<file path="config.mk">
export PLATFORM = sky130hd
export DESIGN_NAME = video_mode_ctrl
export DESIGN_NICKNAME = d
export VERILOG_FILES = /design/src/rtl/video_ctrl_pkg.sv /design/src/rtl/crosshair_gen.sv /design/src/rtl/video_mode_ctrl.sv
export SDC_FILE = /design/constraint.sdc
export NUM_CORES = 1
export LEC_CHECK = 0
export CELL_PAD_IN_SITES_DETAIL_PLACEMENT = 1
export CELL_PAD_IN_SITES_GLOBAL_PLACEMENT = 1
export CORE_ASPECT_RATIO = 2
export CORE_MARGIN = 4
export CORE_UTILIZATION = 35
export CTS_BUF_LIST = sky130_fd_sc_hd__clkbuf_16
export CTS_CLUSTER_SIZE = 8
export DETAILED_ROUTE_END_ITERATION = 10
export DONT_BUFFER_PORTS = 1
export PLACE_DENSITY = 0.68
export SYNTH_ARGS = -nofsm -noshare
export SYNTH_HDL_FRONTEND = slang
export SYNTH_SLANG_ARGS = --single-unit
</file>
<file path="constraint.sdc">
create_clock -name clk_in -period 2.35 [get_ports clk_in]
set_clock_uncertainty 0.05 [all_clocks]
set_input_delay 0.47 -clock clk_in [delete_from_list [all_inputs] [get_ports clk_in]]
set_output_delay 0.47 -clock clk_in [all_outputs]
set_load 0.005 [all_outputs]
</file>
<file path="src/rtl/video_ctrl_pkg.sv">
// rtl/video_ctrl_pkg.sv - display mode encoding, raster widths and mode helpers
package video_ctrl_pkg;

   typedef enum logic [1:0] {
      CAMERA      = 2'd0,
      CHANNEL     = 2'd1,
      CHANNEL_TGT = 2'd2,
      CAMERA_TGT  = 2'd3
   } mode_t;

   localparam int HCOUNT_W             = 11;
   localparam int VCOUNT_W             = 10;
   localparam int H_ACTIVE_DEFAULT     = 1280;
   localparam int V_ACTIVE_DEFAULT     = 720;
   localparam int STALE_FRAMES_DEFAULT = 8;
   localparam int BLINK_FRAMES_DEFAULT = 15;

   function automatic mode_t next_mode(input mode_t m);
      case (m)
         CAMERA:      return CHANNEL;
         CHANNEL:     return CHANNEL_TGT;
         CHANNEL_TGT: return CAMERA_TGT;
         default:     return CAMERA;
      endcase
   endfunction

   function automatic logic mode_bg(input mode_t m);
      return (m == CHANNEL) || (m == CHANNEL_TGT);
   endfunction

   function automatic logic mode_tgt(input mode_t m);
      return (m == CHANNEL_TGT) || (m == CAMERA_TGT);
   endfunction

endpackage

</file>
<file path="src/rtl/crosshair_gen.sv">
// rtl/crosshair_gen.sv - registered crosshair strobe; blink gating under CROSSHAIR_BLINK_EN
module crosshair_gen
   import video_ctrl_pkg::*;
#(
   parameter int H_ACTIVE = H_ACTIVE_DEFAULT,
   parameter int V_ACTIVE = V_ACTIVE_DEFAULT
`ifdef CROSSHAIR_BLINK_EN
  ,parameter int BLINK_FRAMES = BLINK_FRAMES_DEFAULT
`endif
)(
   input  logic                clk_i,
   input  logic                rst_i,
`ifdef CROSSHAIR_BLINK_EN
   input  logic                frame_tick_i,
`endif
   input  logic                enable_i,
   input  logic [HCOUNT_W-1:0] hcount_i,
   input  logic [VCOUNT_W-1:0] vcount_i,
   input  logic [HCOUNT_W-1:0] tx_i,
   input  logic [VCOUNT_W-1:0] ty_i,
   output logic                crosshair_o
);

   localparam logic [HCOUNT_W-1:0] H_LIM = HCOUNT_W'(H_ACTIVE);
   localparam logic [VCOUNT_W-1:0] V_LIM = VCOUNT_W'(V_ACTIVE);

   logic blink_on;
   logic cross_q, cross_d;

`ifdef CROSSHAIR_BLINK_EN
   localparam int BW = (BLINK_FRAMES > 1) ? $clog2(BLINK_FRAMES) : 1;
   localparam logic [BW-1:0] BLINK_LAST = BW'(BLINK_FRAMES - 1);

   logic [BW-1:0] blink_cnt_q, blink_cnt_d;
   logic          blink_on_q, blink_on_d;

   always_ff @(posedge clk_i or posedge rst_i) begin
      if (rst_i) begin
         blink_cnt_q <= '0;
         blink_on_q  <= 1'b1;
      end else begin
         blink_cnt_q <= blink_cnt_d;
         blink_on_q  <= blink_on_d;
      end
   end

   always_comb begin
      blink_cnt_d = blink_cnt_q;
      blink_on_d  = blink_on_q;
      if (frame_tick_i) begin
         if (blink_cnt_q == BLINK_LAST) begin
            blink_cnt_d = '0;
            blink_on_d  = ~blink_on_q;
         end else begin
            blink_cnt_d = blink_cnt_q + 1'b1;
         end
      end
   end

   assign blink_on = blink_on_q;
`else
   assign blink_on = 1'b1;
`endif

   // Out-of-range tx/ty can never equal an active coordinate, so that axis draws nothing.
   always_comb begin
      cross_d = enable_i & blink_on
              & (hcount_i < H_LIM) & (vcount_i < V_LIM)
              & ((hcount_i == tx_i) | (vcount_i == ty_i));
   end

   always_ff @(posedge clk_i or posedge rst_i) begin
      if (rst_i) cross_q <= 1'b0;
      else       cross_q <= cross_d;
   end

   assign crosshair_o = cross_q;

endmodule

</file>
<file path="src/rtl/video_mode_ctrl.sv">
// rtl/video_mode_ctrl.sv - frame-synchronous display mode sequencer with target latch; CROSSHAIR_BLINK_EN enables blink
module video_mode_ctrl
   import video_ctrl_pkg::*;
#(
   parameter int H_ACTIVE     = H_ACTIVE_DEFAULT,
   parameter int V_ACTIVE     = V_ACTIVE_DEFAULT,
   parameter int STALE_FRAMES = STALE_FRAMES_DEFAULT
`ifdef CROSSHAIR_BLINK_EN
  ,parameter int BLINK_FRAMES = BLINK_FRAMES_DEFAULT
`endif
)(
   input  logic                clk_in,
   input  logic                rst_in,
   input  logic                mode_btn_in,
   input  logic                new_frame_in,
   input  logic [HCOUNT_W-1:0] hcount_in,
   input  logic [VCOUNT_W-1:0] vcount_in,
   input  logic [HCOUNT_W-1:0] target_x_in,
   input  logic [VCOUNT_W-1:0] target_y_in,
   input  logic                target_valid_in,
   output mode_t               mode_out,
   output logic                bg_out,
   output logic                target_out,
   output logic                crosshair_out
);

   localparam int SW = $clog2(STALE_FRAMES + 1);
   localparam logic [SW-1:0] STALE_MAX = SW'(STALE_FRAMES);

   mode_t               mode_q, mode_d;
   mode_t               pending_q, pending_d;
   logic                bg_q, bg_d;
   logic                tgt_q, tgt_d;
   logic [HCOUNT_W-1:0] tx_q, tx_d;
   logic [VCOUNT_W-1:0] ty_q, ty_d;
   logic                tracked_q, tracked_d;
   logic [SW-1:0]       stale_q, stale_d;

   always_ff @(posedge clk_in or posedge rst_in) begin
      if (rst_in) begin
         mode_q    <= CAMERA;
         pending_q <= CAMERA;
         bg_q      <= 1'b0;
         tgt_q     <= 1'b0;
         tx_q      <= '0;
         ty_q      <= '0;
         tracked_q <= 1'b0;
         stale_q   <= '0;
      end else begin
         mode_q    <= mode_d;
         pending_q <= pending_d;
         bg_q      <= bg_d;
         tgt_q     <= tgt_d;
         tx_q      <= tx_d;
         ty_q      <= ty_d;
         tracked_q <= tracked_d;
         stale_q   <= stale_d;
      end
   end

   // A press coinciding with new_frame_in commits the old pending value and lands next frame.
   always_comb begin
      mode_d    = mode_q;
      pending_d = pending_q;
      bg_d      = mode_bg(mode_q);
      tgt_d     = mode_tgt(mode_q);
      tx_d      = tx_q;
      ty_d      = ty_q;
      tracked_d = tracked_q;
      stale_d   = stale_q;

      if (mode_btn_in)
         pending_d = next_mode(pending_q);

      if (new_frame_in) begin
         mode_d = pending_q;
         if (target_valid_in) begin
            tx_d      = target_x_in;
            ty_d      = target_y_in;
            tracked_d = 1'b1;
            stale_d   = '0;
         end else if (stale_q != STALE_MAX) begin
            stale_d = stale_q + 1'b1;
            if (stale_d == STALE_MAX)
               tracked_d = 1'b0;
         end
      end
   end

   crosshair_gen #(
      .H_ACTIVE     (H_ACTIVE),
      .V_ACTIVE     (V_ACTIVE)
`ifdef CROSSHAIR_BLINK_EN
     ,.BLINK_FRAMES (BLINK_FRAMES)
`endif
   ) u_crosshair (
      .clk_i        (clk_in),
      .rst_i        (rst_in),
`ifdef CROSSHAIR_BLINK_EN
      .frame_tick_i (new_frame_in),
`endif
      .enable_i     (tgt_q & tracked_q),
      .hcount_i     (hcount_in),
      .vcount_i     (vcount_in),
      .tx_i         (tx_q),
      .ty_i         (ty_q),
      .crosshair_o  (crosshair_out)
   );

   assign mode_out   = mode_q;
   assign bg_out     = bg_q;
   assign target_out = tgt_q;

endmodule

</file>
==> results of run 1 <==
-- cells by family after synthesis --
logic type,after synthesis
AOI/OAI and AO/OA,14
xor gates and xnor gates,22
adders and majority gates,7
buffers and inverters,11
DFF,33
muxes,24
and+or+nand+nor,23
-- per-stage QoR --
| stage | area (um^2) | worst slack, ps | cells | utilization |
|---|---|---|---|---|
| after global placement | 1695 | 951.8 | 187 | 0.3832 |
| after detailed placement | 1695 | 872.3 | 187 | 0.3832 |
| after global routing | 1844 | 764.0 | 196 | 0.4169 |
| after CTS | 1844 | 862.8 | 196 | 0.4169 |
| final | 1844 | 873.0 | 196 | 0.4169 |
| after floorplan | 1633 | 937.7 | 134 | - |
-- metal layers --
layer	share of wire	track usage	wire length [um]	vias to the layer above
li1	-	-	-	474
met1	0.31	0.1122	1067	501
met2	0.60	0.2362	2088	38
met3	0.067	0.04198	233	10
met4	0.030	0.07301	104	0
met5	0	0	0	-
-- where the power goes --
part / switching [mW] / internal, mW / leakage [nW]
Sequential: 0.103 / 0.685 / 0.396
Clock: 0.217 / 0.383 / 0.0748
Combinational: 0.138 / 0.160 / 0.350
-- cell usage after synthesis (all sizes together), types with 2 or more instances --
cell   count  share of area
buf        3          0.012
nand3      5          0.015
xor2      20           0.11
xnor2      2          0.011
a21oi      2         0.0061
nand2      8          0.018
nor4       4          0.015
dfrtp     33           0.51
ha         7          0.054
inv        8          0.018
mux2      23           0.16
o21ai      6          0.018
nor3       2         0.0061
-- state kept, by name, indices dropped and copies added (netlist names) --
signal	cells
bg_out	1
mode_out	2
ty_q	10
stale_q	4
tx_q	11
pending_q	2
u_crosshair.crosshair_o	1
tracked_q	1
target_out	1
-- final timing paths --
path | start | to | slack, ps
max | stale_q[0] | stale_q[2] | 870
min | target_valid_in | stale_q[2] | 230
max reg2reg | stale_q[0] | stale_q[2] | 870
min reg2reg | tracked_q | tracked_q | 450
max in group asynchronous | rst_in | tx_q[4] | 1100
min in group asynchronous | rst_in | ty_q[1] | 520
-- layout make-up --
| cell class | count | area, um^2 |
|---|---|---|
| timing repair buffer | 3 | 25.02 |
| tap | 54 | 67.56 |
| multi-input combinational | 90 | 757.0 |
| clock inverter | 3 | 13.76 |
| fill | 494 | 2580 |
| sequential | 33 | 825.8 |
| inverter | 8 | 30.03 |
| clock buffer | 5 | 125.1 |
-- timing repair --
action | CTS | global route
hold endpoints to repair | 6 | 0
hold buffers | 1 | 0
setup endpoints to repair | 0 | 0
-- cell usage in the layout, fill, tap and decap left out --
cell type,n
dfrtp_1,33
mux2_2,23
xor2_1,20
inv_1,9
nand2_1,8
ha_1,7
o21ai_0,6
nand3_1,5
clkbuf_16,5
nor4_1,4
nor3_1,2
xnor2_1,2
a21oi_1,2
clkinv_2,2
buf_4,2
nand4bb_1,1
a31oi_1,1
o41ai_1,1
o21bai_1,1
mux2i_1,1
a21o_1,1
or2_2,1
nand4_1,1
o2111ai_1,1
nand2b_1,1
o2bb2ai_1,1
dlygate4sd3_1,1
-- critical path, delay by kind of cell (launching register included) --
family | cells | cell delay, ps
DFF | 1 | 470
buffers and inverters | 1 | 70
adders and majority gates | 1 | 200
and+or+nand+nor | 2 | 200
AOI/OAI and AO/OA | 1 | 130
muxes | 1 | 270
==> impl_metrics.toml, run 1 <==
[run_status]
run_status = "finished clean"

[cells_and_area]
final_nets = 195
n_antenna_cell = 0
synthToLayoutAreaGrowth_pct = 12.95
drive_above_1_share = 0.2324

[synthesis]
ys.flop_type = "dfrtp_1"
synth-simple-area-share = 0.07356
synth_compound_area_frac = 0.05364
synth_nets = 188
synth-adder-area-share = 0.05364
ys_ff_latch = 33
synth_area_mm2 = 0.001633
yosys_warnings = 0
syn_inst = 134
async_reset_ff_frac = 1.000
syn_avg_cell_area_um2 = 12.19
ys_types = 25
synth_edf_count = 0
synth_top_family_by_area = "multiplexers"
synthXorXnorAreaFrac = 0.1180
synth_sequential_area_ratio = 0.5057
synthMuxAreaShare = 0.1648

[detailed_routing]
detail_route.vias_per_cell = 5.219
remaining_drc_errors = 0
drt_iter0_drc = 3
drt-total-wl_um = 3493
ant_nets = 0
wl_per_cell_um = 17.82
via_count = 1023
firstDrtPassIters = 3

[power]
powerDensity_mw_per_mm2 = 914.4
peakVddDrop_v = 0.0005565
leakage_nw = 0.8200
power.total_mw = 1.686

[global_route]
grt-ovfl-total = 0
grt_max_degree = 28
grt_pass1_wl_um = 5644
antenna_found_initial = 0
first_global_vias = 1196
track_usage = 0.1262

[floorplanning]
row_count = 34
start_util = 0.3691
io_pins = 52
die-width_um = 56.30
die_h_um = 104.6
coreArea_mm2 = 0.004424
die_area_mm2 = 0.005888

[placement]
dp_hpwl_um = 2820
gp_routability_congestion = 0.8660
port_buffers = 0

[min_path]
min_path_cells = 1
hold_path.class = "input pin to flop"

[clock_tree]
cts_resized = 0
numCtsBuffers = 5
post_cts_buffers = 0
clk_pin_slew_ps = 50
insertion_delay_ps = 270
cts_sinks = 33
cts_root_buf = "clkbuf_16"
clk_path_buf_depth = 2
h-tree-depth = 2
cts_tree = "built"

[worst_setup_path]
cp_slowest_cell = "dfrtp_1"
path_cells = "inv_1 -> ha_1 -> nand4bb_1 -> nand3_1 -> mux2_2 -> o2bb2ai_1"
cp.arrival_ps = 1620
cp.required_ps = 2500
timing.setup.critical_path_class = "flop to flop"
worstRegToRegCells = 6
cp-start-kind = "flop"
endpoint_kind = "flop"
slowest_delay_ps = 470
cp_max_fo = 7

[sta]
timing.setup.tns_ps = 0
slew_headroom = 0.7660
worst_pin_slew_ps = 351.0
hold-worst-slack_ps = 230.3
rsz0062_at_grt = "no"
setup-violations-final = 0
fmax_mhz = 677.0
fin_crit_ps = 1477
hold_violations = 0
period_share = 0.6285
slew_violations = 0

[job]
drv_cap = 0
Power figures use the tool's default switching activity.
==> run 2: changes to the inputs <==
clock period = 1.51 ns   (was 2.35 ns; I/O delays follow)
==> run 2 against run 1 <==
Against the previous run: routed wire length decreased by 2.9%; critical endpoint unchanged; via count increased by 0.20%; clock power increased by 52%; maximum frequency increased by 4.0%; critical path depth unchanged; register-to-register slack got worse by 780 ps; critical path type unchanged; sequential share of layout area decreased by 0.50 points; combinational power increased by 58%; total power increased by 55%; clock-buffer cell count unchanged.
==> impl_metrics.toml, run 2 (synthesis results as in run 1) <==
[sta]
fmax_mhz = 704.4
slew_violations = 0
fin_crit_ps = 1420
setup-violations-final = 0
hold_violations = 0
fin_ws_ps = 90.42
period_share = 0.9401
hold-worst-slack_ps = 61.67
worst_pin_slew_ps = 312.7
slew_headroom = 0.7896

[worst_setup_path]
timing.setup.critical_path_class = "flop to flop"
cp_max_fo = 7
cp_top_family = "flip-flops"
cp.required_ps = 1650
path_cells = "inv_1 -> ha_1 -> nand4bb_1 -> nand3_1 -> mux2_2 -> o2bb2ai_1"
cp_slowest_cell = "dfrtp_2"
path_buf_inv = 1
cp-start-kind = "flop"
slowest_delay_ps = 420
endpoint_kind = "flop"
cp.arrival_ps = 1560

[power]
peakVddDrop_v = 0.0006529
switching_share = 0.2660
seqPwrFrac = 0.470
powerDensity_mw_per_mm2 = 1395
pwr-share-comb = 0.180
leakage_nw = 0.8224
p_int_mw = 1.916
switchingPower_uw = 694.4
clkPwrFrac = 0.350

[floorplanning]
die_h_um = 104.6
die_area_mm2 = 0.005888
die-width_um = 56.30
start_util = 0.3691
row_count = 34
coreArea_mm2 = 0.004424
io_pins = 52

[job]
drv_cap = 0

[cells_and_area]
final_common_cell = "dfrtp_1"
largestRegisters = "tx_q x11, ty_q x10, stale_q x4"
largest_reg_flops = 11
mostFrequentLayoutCells = "dfrtp_1, mux2_2, xor2_1"
synthToLayoutAreaGrowth_pct = 14.56
largest_register = "tx_q"
fillers = 491
final_nets = 195
drive_above_1_share = 0.2411
n_antenna_cell = 0

[detailed_routing]
ant_nets = 0
wl_met3_um = 238
remaining_drc_errors = 0
wl_per_cell_um = 17.39
wl_met2_um = 2077
via_count = 1025
firstDrtPassIters = 2
drt-total-wl_um = 3392
top_layer_used = "met4"
wl_met1_um = 1013
detail_route.vias_per_cell = 5.256
drt_iter0_drc = 19

[clock_tree]
h-tree-depth = 2
post_cts_buffers = 0
numCtsBuffers = 5
cts_tree = "built"
cts_sinks = 33
insertion_delay_ps = 270
clk_pin_slew_ps = 50
cts_root_buf = "clkbuf_16"
clk_path_buf_depth = 2

[global_route]
grt_max_degree = 28
first_global_vias = 1221
grt_pass1_wl_um = 5796
grt-ovfl-total = 0
track_usage = 0.1266
antenna_found_initial = 0

[placement]
dp_slack_ps = 14.97
port_buffers = 0
dp_hpwl_um = 2770
gp_routability_congestion = 0.8145

[run_status]
run_status = "finished clean"

[min_path]
hold_path.class = "input pin to flop"
[run 2: cell count changes in the layout (fill, tap and decap cells not counted), sizes merged]
cell,previous run,this run
clkinv,2,1
[run 2: final timing paths]
kind	start	endpoint	slack, ps	cells after the start
max reg2reg	stale_q[0]	stale_q[2]	90	6
min in group asynchronous	rst_in	bg_out	380	2
min	target_valid_in	stale_q[2]	60	1
max	stale_q[0]	stale_q[2]	90	6
max in group asynchronous	rst_in	stale_q[1]	580	3
min reg2reg	tracked_q	tracked_q	470	2
[run 2: power by group through the flow]
stage / Sequential, mW / Combinational (mW) / Clock, mW
5_1_grt: 1.26 / 0.550 / 0.983
3_3_place_gp: 1.23 / 0.437 / 0
2_1_floorplan: 1.20 / 0.381 / 0
4_1_cts: 1.23 / 0.488 / 0.944
6_report: 1.23 / 0.470 / 0.912
3_5_place_dp: 1.24 / 0.482 / 0
[run 2: what timing repair did]
item | CTS | global route
setup endpoints to repair | 0 | 3
endpoints found under the hold margin | 6 | 0
resized for setup | 0 | 4
hold buffers | 1 | 0
[run 2: through the flow]
stage | util | power [mW] | area [um^2] | std cells | TNS [ps]
detailed placement | 0.3889 | 1.726 | 1720 | 187 | 0
finish | 0.4228 | 2.610 | 1871 | 195 | 0
global placement | 0.3889 | 1.665 | 1720 | 187 | 0
CTS | 0.4211 | 2.662 | 1863 | 195 | 0
floorplan | - | 1.576 | 1633 | 134 | 0
global route | 0.4228 | 2.790 | 1871 | 195 | -2.654
[run 2: final cells by class]
cell class                 instances  area, um^2  share of cell area
clock buffer                       5       125.1             0.06689
sequential                        33       828.3              0.4428
inverter                           8       30.03             0.01605
tap                               54       67.56             0.03612
multi-input combinational         90       762.0              0.4074
clock inverter                     2       7.507            0.004013
timing repair buffer               3       50.05             0.02676
[run 2: routing by layer]
| metal | up-vias | GRT usage |
|---|---|---|
| met1 | 508 | 0.1129 |
| met2 | 36 | 0.2496 |
| met3 | 5 | 0.03951 |
| met4 | 0 | 0.05093 |
| met5 | - | 0 |
| li1 | 476 | - |
